<file path="src/rtl/depthwise_seq_ctrl_if.sv">
// Operand, array and result signals between the depthwise sequencer and its surroundings.
// slave is the controller's view; master is the view of whatever drives it.
interface depthwise_seq_ctrl_if #(
    parameter int NUM_PE         = 16,
    parameter int DATA_WIDTH     = 8,
    parameter int OUT_DATA_WIDTH = 32,
    parameter int TAP_W          = 4
);
    logic                             start;
    logic [TAP_W-1:0]                 num_taps;
    logic                             busy;
    logic                             done;
    logic                             err;
    logic                             in_valid;
    logic                             in_ready;
    logic [NUM_PE*DATA_WIDTH-1:0]     kernel_in;
    logic [NUM_PE*DATA_WIDTH-1:0]     act_in;
    logic [NUM_PE*DATA_WIDTH-1:0]     kernel_out;
    logic [NUM_PE*DATA_WIDTH-1:0]     act_out;
    logic                             first_data;
    logic [NUM_PE*OUT_DATA_WIDTH-1:0] result_in;
    logic                             res_valid;
    logic                             res_ready;
    logic [NUM_PE*OUT_DATA_WIDTH-1:0] res_data;

    modport slave (
        input  start, num_taps, in_valid, kernel_in, act_in, result_in, res_ready,
        output busy, done, err, in_ready, kernel_out, act_out, first_data, res_valid, res_data
    );

    modport master (
        output start, num_taps, in_valid, kernel_in, act_in, result_in, res_ready,
        input  busy, done, err, in_ready, kernel_out, act_out, first_data, res_valid, res_data
    );
endinterface

</file>
<file path="src/rtl/depthwise_seq_ctrl.sv">
// Window sequencer for the 16-lane depthwise SIMD PE array: feeds operand beats,
// waits for the PE pipeline to drain, then holds the lane sums on a valid/ready port.
//
// state | meaning
// IDLE  | waiting for start
// FEED  | accepting operand beats, driving the array
// DRAIN | operands zeroed, counting down PE_LAT before capturing result_in
// HOLD  | res_data presented, waiting for res_ready
module depthwise_seq_ctrl #(
    parameter int NUM_PE         = 16,
    parameter int DATA_WIDTH     = 8,
    parameter int OUT_DATA_WIDTH = 32,
    parameter int TAP_W          = 4,
    parameter int PE_LAT         = 1
) (
    input logic                 clk,
    input logic                 reset,
    depthwise_seq_ctrl_if.slave bus
);
    localparam int VW    = NUM_PE * DATA_WIDTH;
    localparam int RW    = NUM_PE * OUT_DATA_WIDTH;
    localparam int LAT_W = (PE_LAT < 2) ? 1 : $clog2(PE_LAT + 1);

    typedef enum logic [1:0] {IDLE, FEED, DRAIN, HOLD} state_t;

    state_t            state, state_nxt;
    logic [TAP_W-1:0]  taps_q, tap_cnt;
    logic [LAT_W-1:0]  lat_cnt;
    logic [VW-1:0]     kernel_q, act_q;
    logic [RW-1:0]     res_q;
    logic              first_q, done_q, err_q;
    logic              beat, last_beat;

    assign beat      = (state == FEED) && bus.in_valid;
    assign last_beat = beat && (tap_cnt == taps_q - TAP_W'(1));

    always_ff @(posedge clk) begin
        if (!reset) state <= IDLE;
        else        state <= state_nxt;
    end

    always_comb begin
        state_nxt = state;
        case (state)
            IDLE:    if (bus.start && (bus.num_taps != '0)) state_nxt = FEED;
            FEED:    if (last_beat)                          state_nxt = DRAIN;
            DRAIN:   if (lat_cnt == '0)                      state_nxt = HOLD;
            HOLD:    if (bus.res_ready)                      state_nxt = IDLE;
            default:                                         state_nxt = IDLE;
        endcase
    end

    always_ff @(posedge clk) begin
        if (!reset) begin
            taps_q   <= '0;
            tap_cnt  <= '0;
            lat_cnt  <= '0;
            kernel_q <= '0;
            act_q    <= '0;
            first_q  <= 1'b0;
            res_q    <= '0;
            done_q   <= 1'b0;
            err_q    <= 1'b0;
        end else begin
            err_q  <= (state == IDLE) && bus.start && (bus.num_taps == '0);
            done_q <= (state == HOLD) && bus.res_ready;
            // Bubbles drive zero operands so the PE accumulates a zero product.
            kernel_q <= beat ? bus.kernel_in : '0;
            act_q    <= beat ? bus.act_in    : '0;
            first_q  <= beat && (tap_cnt == '0);

            if ((state == IDLE) && bus.start) begin
                taps_q  <= bus.num_taps;
                tap_cnt <= '0;
            end else if (beat) begin
                tap_cnt <= tap_cnt + TAP_W'(1);
            end

            if (last_beat)
                lat_cnt <= LAT_W'(PE_LAT);
            else if ((state == DRAIN) && (lat_cnt != '0))
                lat_cnt <= lat_cnt - LAT_W'(1);

            if ((state == DRAIN) && (lat_cnt == '0))
                res_q <= bus.result_in;
        end
    end

    assign bus.busy       = (state != IDLE);
    assign bus.in_ready   = (state == FEED);
    assign bus.res_valid  = (state == HOLD);
    assign bus.res_data   = res_q;
    assign bus.kernel_out = kernel_q;
    assign bus.act_out    = act_q;
    assign bus.first_data = first_q;
    assign bus.done       = done_q;
    assign bus.err        = err_q;
endmodule

</file>
<file path="src/flat_wrapper.sv">
// flat-port wrapper written by rule: the top's interface ports become plain ports
module depthwise_seq_ctrl_flat 
#(
    parameter int NUM_PE         = 16,
    parameter int DATA_WIDTH     = 8,
    parameter int OUT_DATA_WIDTH = 32,
    parameter int TAP_W          = 4,
    parameter int PE_LAT         = 1
)
  (clk, reset, bus_start, bus_num_taps, bus_in_valid, bus_kernel_in, bus_act_in, bus_result_in, bus_res_ready, bus_busy, bus_done, bus_err, bus_in_ready, bus_kernel_out, bus_act_out, bus_first_data, bus_res_valid, bus_res_data);
  depthwise_seq_ctrl_if #(.NUM_PE(NUM_PE), .DATA_WIDTH(DATA_WIDTH), .OUT_DATA_WIDTH(OUT_DATA_WIDTH), .TAP_W(TAP_W)) bus_i ();
  input logic clk;
  input logic reset;
  input wire logic [$bits(bus_i.start)-1:0] bus_start;
  input wire logic [$bits(bus_i.num_taps)-1:0] bus_num_taps;
  input wire logic [$bits(bus_i.in_valid)-1:0] bus_in_valid;
  input wire logic [$bits(bus_i.kernel_in)-1:0] bus_kernel_in;
  input wire logic [$bits(bus_i.act_in)-1:0] bus_act_in;
  input wire logic [$bits(bus_i.result_in)-1:0] bus_result_in;
  input wire logic [$bits(bus_i.res_ready)-1:0] bus_res_ready;
  output wire logic [$bits(bus_i.busy)-1:0] bus_busy;
  output wire logic [$bits(bus_i.done)-1:0] bus_done;
  output wire logic [$bits(bus_i.err)-1:0] bus_err;
  output wire logic [$bits(bus_i.in_ready)-1:0] bus_in_ready;
  output wire logic [$bits(bus_i.kernel_out)-1:0] bus_kernel_out;
  output wire logic [$bits(bus_i.act_out)-1:0] bus_act_out;
  output wire logic [$bits(bus_i.first_data)-1:0] bus_first_data;
  output wire logic [$bits(bus_i.res_valid)-1:0] bus_res_valid;
  output wire logic [$bits(bus_i.res_data)-1:0] bus_res_data;
  assign bus_i.start = bus_start;
  assign bus_i.num_taps = bus_num_taps;
  assign bus_i.in_valid = bus_in_valid;
  assign bus_i.kernel_in = bus_kernel_in;
  assign bus_i.act_in = bus_act_in;
  assign bus_i.result_in = bus_result_in;
  assign bus_i.res_ready = bus_res_ready;
  assign bus_busy = bus_i.busy;
  assign bus_done = bus_i.done;
  assign bus_err = bus_i.err;
  assign bus_in_ready = bus_i.in_ready;
  assign bus_kernel_out = bus_i.kernel_out;
  assign bus_act_out = bus_i.act_out;
  assign bus_first_data = bus_i.first_data;
  assign bus_res_valid = bus_i.res_valid;
  assign bus_res_data = bus_i.res_data;
  depthwise_seq_ctrl #(.NUM_PE(NUM_PE), .DATA_WIDTH(DATA_WIDTH), .OUT_DATA_WIDTH(OUT_DATA_WIDTH), .TAP_W(TAP_W), .PE_LAT(PE_LAT)) u_core (.clk(clk), .reset(reset), .bus(bus_i));
endmodule
</file>
<file path="config.mk">
export PLATFORM = sky130hd
export DESIGN_NAME = depthwise_seq_ctrl_flat
export DESIGN_NICKNAME = d
export VERILOG_FILES = /design/src/rtl/depthwise_seq_ctrl_if.sv /design/src/rtl/depthwise_seq_ctrl.sv /design/src/flat_wrapper.sv
export SDC_FILE = /design/constraint.sdc
export NUM_CORES = 1
export LEC_CHECK = 0
export ABC_CLOCK_PERIOD_IN_PS = 1950
export CAP_MARGIN = 20
export CORE_AREA = 2 2 606 608
export DETAILED_ROUTE_END_ITERATION = 10
export DIE_AREA = 0 0 608 610
export RECOVER_POWER = 100
export SETUP_SLACK_MARGIN = 0.05
export SLEW_MARGIN = 5
export SYNTH_ARGS = -nofsm -noshare
export SYNTH_HDL_FRONTEND = slang
export SYNTH_SLANG_ARGS = --single-unit
</file>
<file path="constraint.sdc">
create_clock -name clk -period 1.95 [get_ports clk]
set_input_delay 0.4875 -clock clk [delete_from_list [all_inputs] [get_ports clk]]
set_output_delay 0.4875 -clock clk [all_outputs]
set_load 0.1 [all_outputs]
</file>
# Word-level counts from Yosys, hierarchy flattened
# Index checks and enable logic that the tools add are counted.
[classes] addsub=3 n_eq_ne=8 mux=7 n_bitwise=2 reduce_logical=18
[op_table] operator="logical AND 1 bit" n=9
[op_table] operator="logical NOT 4 bit" n=2
[op_table] operator="two-way mux 2 bit" n=4
[op_table] operator="case mux 2 bit (4 select lines)" n=1
[op_table] operator="adder 4 x 1 -> 4 bit, second input constant" n=1
[op_table] operator="== test 2 bit, second input constant" n=2
[op_table] operator="== test 4 bit" n=1
[op_table] operator="!= test 2 x 1 -> 1 bit, second input constant" n=2
[op_table] operator="!= test 2 bit, second input constant" n=2
[op_table] operator="AND reduction 4 bit" n=1
[op_table] operator="nonzero test 2 bit" n=2
[op_table] operator="nonzero test 4 bit" n=1
[op_table] operator="subtractor 4 x 1 -> 4 bit, second input constant" n=1
[op_table] operator="== test 2 x 1 -> 1 bit, second input constant" n=1
[op_table] operator="logical NOT 2 bit" n=1
[op_table] operator="two-way mux 1 bit" n=2
[op_table] operator="inverter 1 bit" n=2
[op_table] operator="AND reduction 2 bit" n=1
[op_table] operator="OR reduction 2 bit" n=1
[op_table] operator="subtractor 1 bit, second input constant" n=1
[word_totals] register_bits=782 input_bits=777 output_inout_bits=774 elab_cells=48

# Logic depth before layout (Yosys ltp)
# Gate-level depths: netlist of the first run.
[logic_depth] depth_word=5 depth_mapped=8 mapped_depth_nobuf=6

# Worst setup path after synthesis of the first run
# No wires, ideal clock.
[synth_path] kind="register to register" from="reg u_core.state[1]" to="reg u_core.act_q[100], in the netlist u_core.bus.act_out[100]" setup_ns=0.059 arrival_time_ns=2.185 required_time_ns=1.891 setup_slack_ns=-0.294 path_stages_with_launch=8 n_path_buf=3 synth_period_minus_slack_ns=2.244 cell_sequence="dfxtp_1 inv_1 ha_1 and3_1 buf_2 clkbuf_1 clkbuf_1 and2_1"
[synth_between] elab_chain_cells=3
[synth_lines] element="start: declaration" line_no="depthwise_seq_ctrl.sv:26" source="state_t state, state_nxt;"
[synth_lines] element="start signal: assignment" line_no="depthwise_seq_ctrl.sv:39" source="else state <= state_nxt;"
[synth_lines] element="== test 2 x 1 -> 1 bit"
[synth_lines] element="net bus_in_ready" line_no="flat_wrapper.sv:24" source="output wire logic [$bits(bus_i.in_ready)-1:0] bus_in_ready;"
[synth_lines] element="logical AND 1 bit" line_no="depthwise_seq_ctrl.sv:34" source="assign beat = (state == FEED) && bus.in_valid;"
[synth_lines] element="AND reduction 2 bit (no source line)"
[synth_lines] element="end signal: assignment" line_no="depthwise_seq_ctrl.sv:69" source="act_q <= beat ? bus.act_in : '0;"
[synth_lines] element="end: declaration" line_no="depthwise_seq_ctrl.sv:29" source="logic [VW-1:0] kernel_q, act_q;"
# The timed path passes the listed nets, and every way through them passes these cells.
# A chain may end at the register's enable or synchronous reset.

# Worst setup path after layout of the first run
[layout_path] from="reg u_core.state[1]" to="reg u_core.res_q[423], in the netlist u_core.bus.res_data[423]"
[layout_between] elab_chain_cells=2
[layout_lines] element="== test 2 bit" line_no="depthwise_seq_ctrl.sv:84" source="if ((state == DRAIN) && (lat_cnt == '0))"
[layout_lines] element="logical AND 1 bit" line_no="depthwise_seq_ctrl.sv:84"
[layout_lines] element="end signal: assignment" line_no="depthwise_seq_ctrl.sv:85" source="res_q <= bus.result_in;"
[layout_lines] element="end: declaration" line_no="depthwise_seq_ctrl.sv:30" source="logic [RW-1:0] res_q;"
# Every way passes these cells.

==> results.json, run 1 <==
{
  "synth_top_cells_by_area": "dfxtp_1 60%, nand2_1 15%, a21boi_0 15%",
  "start_util": 0.07220,
  "cp-end-kind": "flop",
  "slew_violations": 0,
  "fin_crit_ns": 2.185,
  "arrival_ns": 2.93,
  "crit_buf_inv": 5,
  "place_ws_ns": -0.3235,
  "cts_root_buffer": "clkbuf_16",
  "wl_per_cell_um": 28.56,
  "port-buffer-count": 1550,
  "cp_max_fo": 21,
  "clk_path_buf_depth": 4,
  "p_per_area_nw_per_um2": 1348,
  "synth_top_area_frac": 0.5950,
  "grt_pass1_vias": 26140,
  "wirelength_um": 270800,
  "drc": 0,
  "cts_hold_buf": 0,
  "max_freq_mhz": 457.7,
  "synth_common_cells": "1035 x nand2_1, 782 x dfxtp_1, 512 x a21boi_0",
  "drtAntennaViolNets": 0,
  "ys_warn_count": 0,
  "ir_drop_v": 0.0007084,
  "fin_crit_sh": 1.120,
  "dr.pass1.iters": 6,
  "cts.clk_slew.worst_paths_ns": 0.06,
  "rows": 222,
  "finalClockSkew_ns": 0.04493,
  "cts.sinks": 782,
  "async_flop_share": 0,
  "grt_max_degree": 138,
  "grt_first_pass_wirelength_um": 319400,
  "violations": "negative setup slack",
  "clk_latency_ns": 0.84,
  "antenna_found_initial": 314,
  "hp-start": "reset",
  "setup_violations": 629,
  "final.setup.worst_slack_ns": -0.2348,
  "status": "finished, violations left",
  "slowest_delay_ns": 0.37,
  "reg2reg_from": "u_core.state[1]$_SDFFE_PN0P_",
  "finalHoldViolations": 0,
  "final_util": 0.1655,
  "detailed_place_hpwl_um": 229600,
  "io_pins": 1551,
  "crit_required_ns": 2.69,
  "drive_gt1_frac": 0.4272,
  "path_cells": "buf_4, ha_4, buf_2, nand2b_1, buf_4, buf_16, buf_6, nand2_1, a21boi_0",
  "path_class": "reg2reg",
  "synthCells": 2843,
  "maxCapViolCount": 0,
  "holdCritPathClass": "in2reg",
  "crit_slowest_cell": "dfxtp_4",
  "netlist_area_sq_um": 26310,
  "syn-num-nets": 3628,
  "die_area_sq_um": 370900,
  "yosysTopAreaCell": "dfxtp_1",
  "rsz0062_at_grt": "true",
  "synth_cell_types": 27,
  "synth_edf_count": 0,
  "synth-seq-cells": 782,
  "critPathLaunch": "u_core.state[1]$_SDFFE_PN0P_",
  "cpMostUsedCell": "buf_4",
  "slew_headroom": 0.5741,
  "setup_tns_ns": -62.57,
  "core_sq_um": 364400,
  "drt_iter0_drc": 1647,
  "grtUsageTotal": 0.1361,
  "numCtsBuffers": 108,
  "vias_per_cell": 2.921,
  "dieHeight_um": 610,
  "gp_congestion": 1.016,
  "synth_ff_type": "dfxtp_1",
  "ys_seq_area_frac": 0.5950,
  "grt_remaining_overflow": 0,
  "htreeDepth": 3,
  "vias": 27700,
  "synth.avg_cell_area_sq_um": 9.254,
  "totalPowerFinal_uw": 81280,
  "synth_most_common_cell": "nand2_1",
  "leakage_uw": 0.02167,
  "cp_top_family": "buffers and inverters",
  "nNetsFinal": 5310,
  "chipWidth_um": 608,
  "worst_pin_slew_ns": 0.6388,
  "area_delta_synth_final_pct": 129.2,
  "start_kind": "flop",
  "cts_tree": "yes"
}
metrics by stage:
stage / hold slack (ns) / instance area, sq um / std cells
4_1_cts: 0.07247 / 61200 / 9342
5_1_grt: 0.1082 / 60260 / 9461
3_3_place_gp: 0.4594 / 54500 / 9107
6_report: 0.1499 / 60320 / 9483
3_5_place_dp: 0.4647 / 54500 / 9107
2_1_floorplan: 0.4681 / 26330 / 2843
where the power goes:
part	total, uW	switching [uW]	internal [uW]
registers	21200	2330	18800
clock network	21000	8420	12600
logic	39100	25900	13200
metal layers:
metal / up-vias / GRT usage / routed length [um]
met5: - / 0 / 1033
met4: 160 / 0.04806 / 11750
met3: 589 / 0.07300 / 31550
met2: 1496 / 0.2388 / 133700
met1: 12970 / 0.1357 / 92840
li1: 12490 / - / -
cells by family after synthesis:
group	Yosys count	synth area share
and+or+nand+nor	1312	0.2133
DFF	782	0.5950
AOI/OAI and AO/OA	523	0.1489
buffers and inverters	208	0.03495
muxes	2	0.0007609
adders and majority gates	8	0.003805
xor gates and xnor gates	8	0.003234
layout by cell type (no fill, tap or decap), types with 2 or more instances in the layout:
master and n:
nand2_1 1024, clkdlybuf4s50_1 775, dfxtp_2 683, buf_12 452, a21boi_0 432, and2_1 257, buf_6 216, buf_8 167
clkbuf_16 133, buf_4 117, dfxtp_4 85, a21boi_1 76, diode_2 56, clkinv_2 21, clkbuf_8 19, buf_16 17
clkbuf_1 15, dfxtp_1 14, clkinvlp_4 12, bufinv_16 12, nand2_2 10, a21boi_2 4, and3_1 4, nor2_1 4
xnor2_1 4, inv_1 4, ha_4 4, ha_1 4, and2_0 3, xor2_1 3, o21ai_0 3, nor2b_1 3
inv_8 3, a21oi_1 2, a22o_1 2, nor4_1 2, mux2i_1 2, inv_4 2, inv_6 2, clkbuf_2 2
what timing repair did:
action,in CTS,in global routing
gates cloned,1,28
endpoints found under the hold margin,0,0
endpoints found under the setup margin,778,903
gates resized for setup,1213,184
pin swaps,3,12
setup buffers,38,57
area by class of cell:
type	instances	area [sq um]
antenna	56	140.1
clock buffer	143	3045
clock inverter	53	661.9
fill	40500	304100
inverter	7	31.28
multi-input combinational	1853	9834
sequential	782	16830
tap	4816	6026
timing repair buffer	1773	23750
worst paths after layout:
path                                                              end  cells past startpoint  slack [ns]
worst max-delay path            u_core.bus.res_data[423]$_SDFFE_PN0P_                      9       -0.23
worst min-delay path            u_core.bus.res_data[409]$_SDFFE_PN0P_                      3        0.15
worst max register to register  u_core.bus.res_data[423]$_SDFFE_PN0P_                      9       -0.23
worst min register to register  u_core.bus.res_data[173]$_SDFFE_PN0P_                      2        0.46
flip-flops by register name, indices dropped and copies added, names as in the netlist, 2 cells and up:
signal,cells
u_core.bus.act_out,128
u_core.bus.res_data,512
u_core.taps_q,4
u_core.state,2
u_core.tap_cnt,4
u_core.bus.kernel_out,128
worst min-delay path: stages:
cell	delay [ns]
buf_8	0.14
buf_12	0.17
a21boi_0	0.14
Power figures use the tool's default switching activity.
==> run 2, diff against run 1 <==
--- a/config.mk
+++ b/config.mk
@@ -10,7 +10,9 @@
 export CORE_AREA = 2 2 606 608
 export DETAILED_ROUTE_END_ITERATION = 10
 export DIE_AREA = 0 0 608 610
+export GPL_ROUTABILITY_DRIVEN = 0
 export RECOVER_POWER = 100
+export REMOVE_ABC_BUFFERS = 1
 export SETUP_SLACK_MARGIN = 0.05
 export SLEW_MARGIN = 5
 export SYNTH_ARGS = -nofsm -noshare
==> results.json, run 2 (synthesis gave the netlist of run 1 again) <==
{
  "dp_cells": 9113,
  "cts_tree": "yes",
  "finalHoldViolations": 0,
  "path_cells": "inv_2, buf_6, ha_4, inv_4, buf_12",
  "slew_headroom": 0.6618,
  "grt_pass1_vias": 26030,
  "holdPathEnd": "u_core.bus.kernel_out[59]$_SDFF_PN0_",
  "cp-end-kind": "output port",
  "cts_hold_buf": 0,
  "grt_remaining_overflow": 0,
  "final_common_cell": "nand2_1",
  "clk_path_buf_depth": 4,
  "core_sq_um": 364400,
  "antenna_found_initial": 301,
  "status": "finished, violations left",
  "drc": 0,
  "area_delta_synth_final_pct": 136.8,
  "final.setup.worst_slack_ns": -0.2837,
  "finalClockSkew_ns": 0.04966,
  "leakage_uw": 0.02193,
  "grt_max_degree": 85,
  "cts.clk_slew.worst_paths_ns": 0.06,
  "io_pins": 1551,
  "reg2reg_from": "u_core.state[0]$_SDFFE_PN0P_",
  "rsz0062_at_grt": "true",
  "nNetsFinal": 5311,
  "die_area_sq_um": 370900,
  "numCtsBuffers": 108,
  "fin_crit_sh": 1.146,
  "clk_latency_ns": 0.90,
  "fin_crit_ns": 2.234,
  "slew_violations": 0,
  "maxCapViolCount": 0,
  "start_util": 0.07220,
  "final_cells": 9493,
  "reg2reg_slack_ns": 0.03,
  "drive_gt1_frac": 0.4255,
  "cts_root_buffer": "clkbuf_16",
  "htreeDepth": 3,
  "grt_first_pass_wirelength_um": 323400,
  "worst_pin_slew_ns": 0.4946,
  "path_class": "reg2out",
  "detailed_place_hpwl_um": 235200,
  "dr.pass1.iters": 5,
  "arrival_ns": 1.75,
  "chipWidth_um": 608,
  "drtAntennaViolNets": 0,
  "ir_drop_v": 0.0007334,
  "setup_violations": 14,
  "multi_input_area_sq_um": 9813,
  "final_cell_mix": "1035 x nand2_1, 802 x buf_12, 775 x clkdlybuf4s50_1, 648 x dfxtp_2, 442 x a21boi_0",
  "dieHeight_um": 610,
  "violations": "negative setup slack",
  "max_freq_mhz": 447.7,
  "fill_cells": 40060,
  "crit_required_ns": 1.46,
  "port-buffer-count": 1550,
  "r2r_cells": 11,
  "wirelength_um": 269700,
  "wl_per_cell_um": 28.41,
  "hold_depth": 2,
  "cts.sinks": 782,
  "vias": 27410,
  "hp-start": "bus_kernel_in[59]",
  "rows": 222,
  "r2r_end": "u_core.bus.res_data[312]$_SDFFE_PN0P_",
  "grtUsageTotal": 0.1392,
  "largest_reg_flops": 512,
  "vias_per_cell": 2.887,
  "p_per_area_nw_per_um2": 1298,
  "drt_iter0_drc": 1481,
  "start_kind": "flop",
  "cp_max_fo": 3,
  "holdCritPathClass": "in2reg",
  "seq_area_sq_um": 16940,
  "slowest_delay_ns": 0.35,
  "totalPowerFinal_uw": 80830,
  "crit_slowest_cell": "dfxtp_2"
}
==> run 2: cell count changes in the layout (fill, tap and decap cells not counted), moves of 16 or more <==
cell	change
buf_12	+350
buf_4	+42
buf_6	-202
buf_8	-165
clkbuf_16	-16
dfxtp_2	-35
dfxtp_4	+40
diode_2	+17
==> run 2: per-layer routing <==
metal	routed length, um	GRT usage
met2	132000	0.2445
met1	82590	0.1280
met3	38900	0.08559
met4	15080	0.06050
met5	1160	0
==> run 2: critical path: cells and delay by family (launching register included) <==
family	cells	cell delay, ns
buffers and inverters	4	0.37
flip-flops	1	0.35
adder cells (fa/ha/maj)	1	0.17
==> run 2: cell type report <==
| cell class | instances | area share |
|---|---|---|
| sequential | 782 | 0.2719 |
| timing repair buffer | 1774 | 0.4138 |
| clock buffer | 139 | 0.04799 |
| clock inverter | 49 | 0.008677 |
| tap | 4816 | 0.09673 |
| multi-input combinational | 1853 | 0.1575 |
| inverter | 7 | 0.0004620 |
| antenna | 73 | 0.002933 |
==> run 2: through the flow <==
| step | setup WS, ns | instance area [sq um] | TNS (ns) | hold slack [ns] | utilization |
|---|---|---|---|---|---|
| floorplan | -15.26 | 25420 | -8480.85 | 0.4680 | - |
| global placement | -0.5240 | 54930 | -1.048 | 0.4864 | 0.1507 |
| detailed placement | -0.3859 | 54930 | -0.7948 | 0.4879 | 0.1507 |
| CTS | -0.3765 | 61120 | -34.63 | 0.03501 | 0.1677 |
| global route | -0.3577 | 62160 | -14.40 | 0.09185 | 0.1706 |
| finish | -0.2837 | 62290 | -0.8449 | 0.1395 | 0.1709 |
==> run 2: how the worst max path moves through the flow <==
stage / from / endpoint / slack, ns / cells after the start
after global placement: bus_start / u_core.state[0]$_SDFFE_PN0P_ / -0.52 / 7
after detailed placement: bus_start / u_core.state[0]$_SDFFE_PN0P_ / -0.39 / 7
after global routing: u_core.state[0]$_SDFFE_PN0P_ / bus_busy / -0.36 / 5
after floorplan: u_core.state[0]$_SDFFE_PN0P_ / u_core.bus.res_data[0]$_SDFFE_PN0P_ / -15.26 / 5
final: u_core.state[0]$_SDFFE_PN0P_ / bus_busy / -0.28 / 5
after CTS: u_core.state[0]$_SDFFE_PN0P_ / bus_busy / -0.38 / 5
==> run 2: timing repair <==
item                        CTS  global route
pin swaps                     2             1
setup buffers                32            74
gates cloned                  6             9
hold endpoints to repair      0             0
resized for setup          1108           140
setup endpoints to repair   839           962
==> run 2: power by group <==
group	total, uW	internal [uW]	switching, uW	leakage [uW]
registers	21400	18800	2510	0.00674
clock network	20500	11600	8830	0.00173
logic	39000	13600	25400	0.0135
total	80800	44100	36700	0.0219
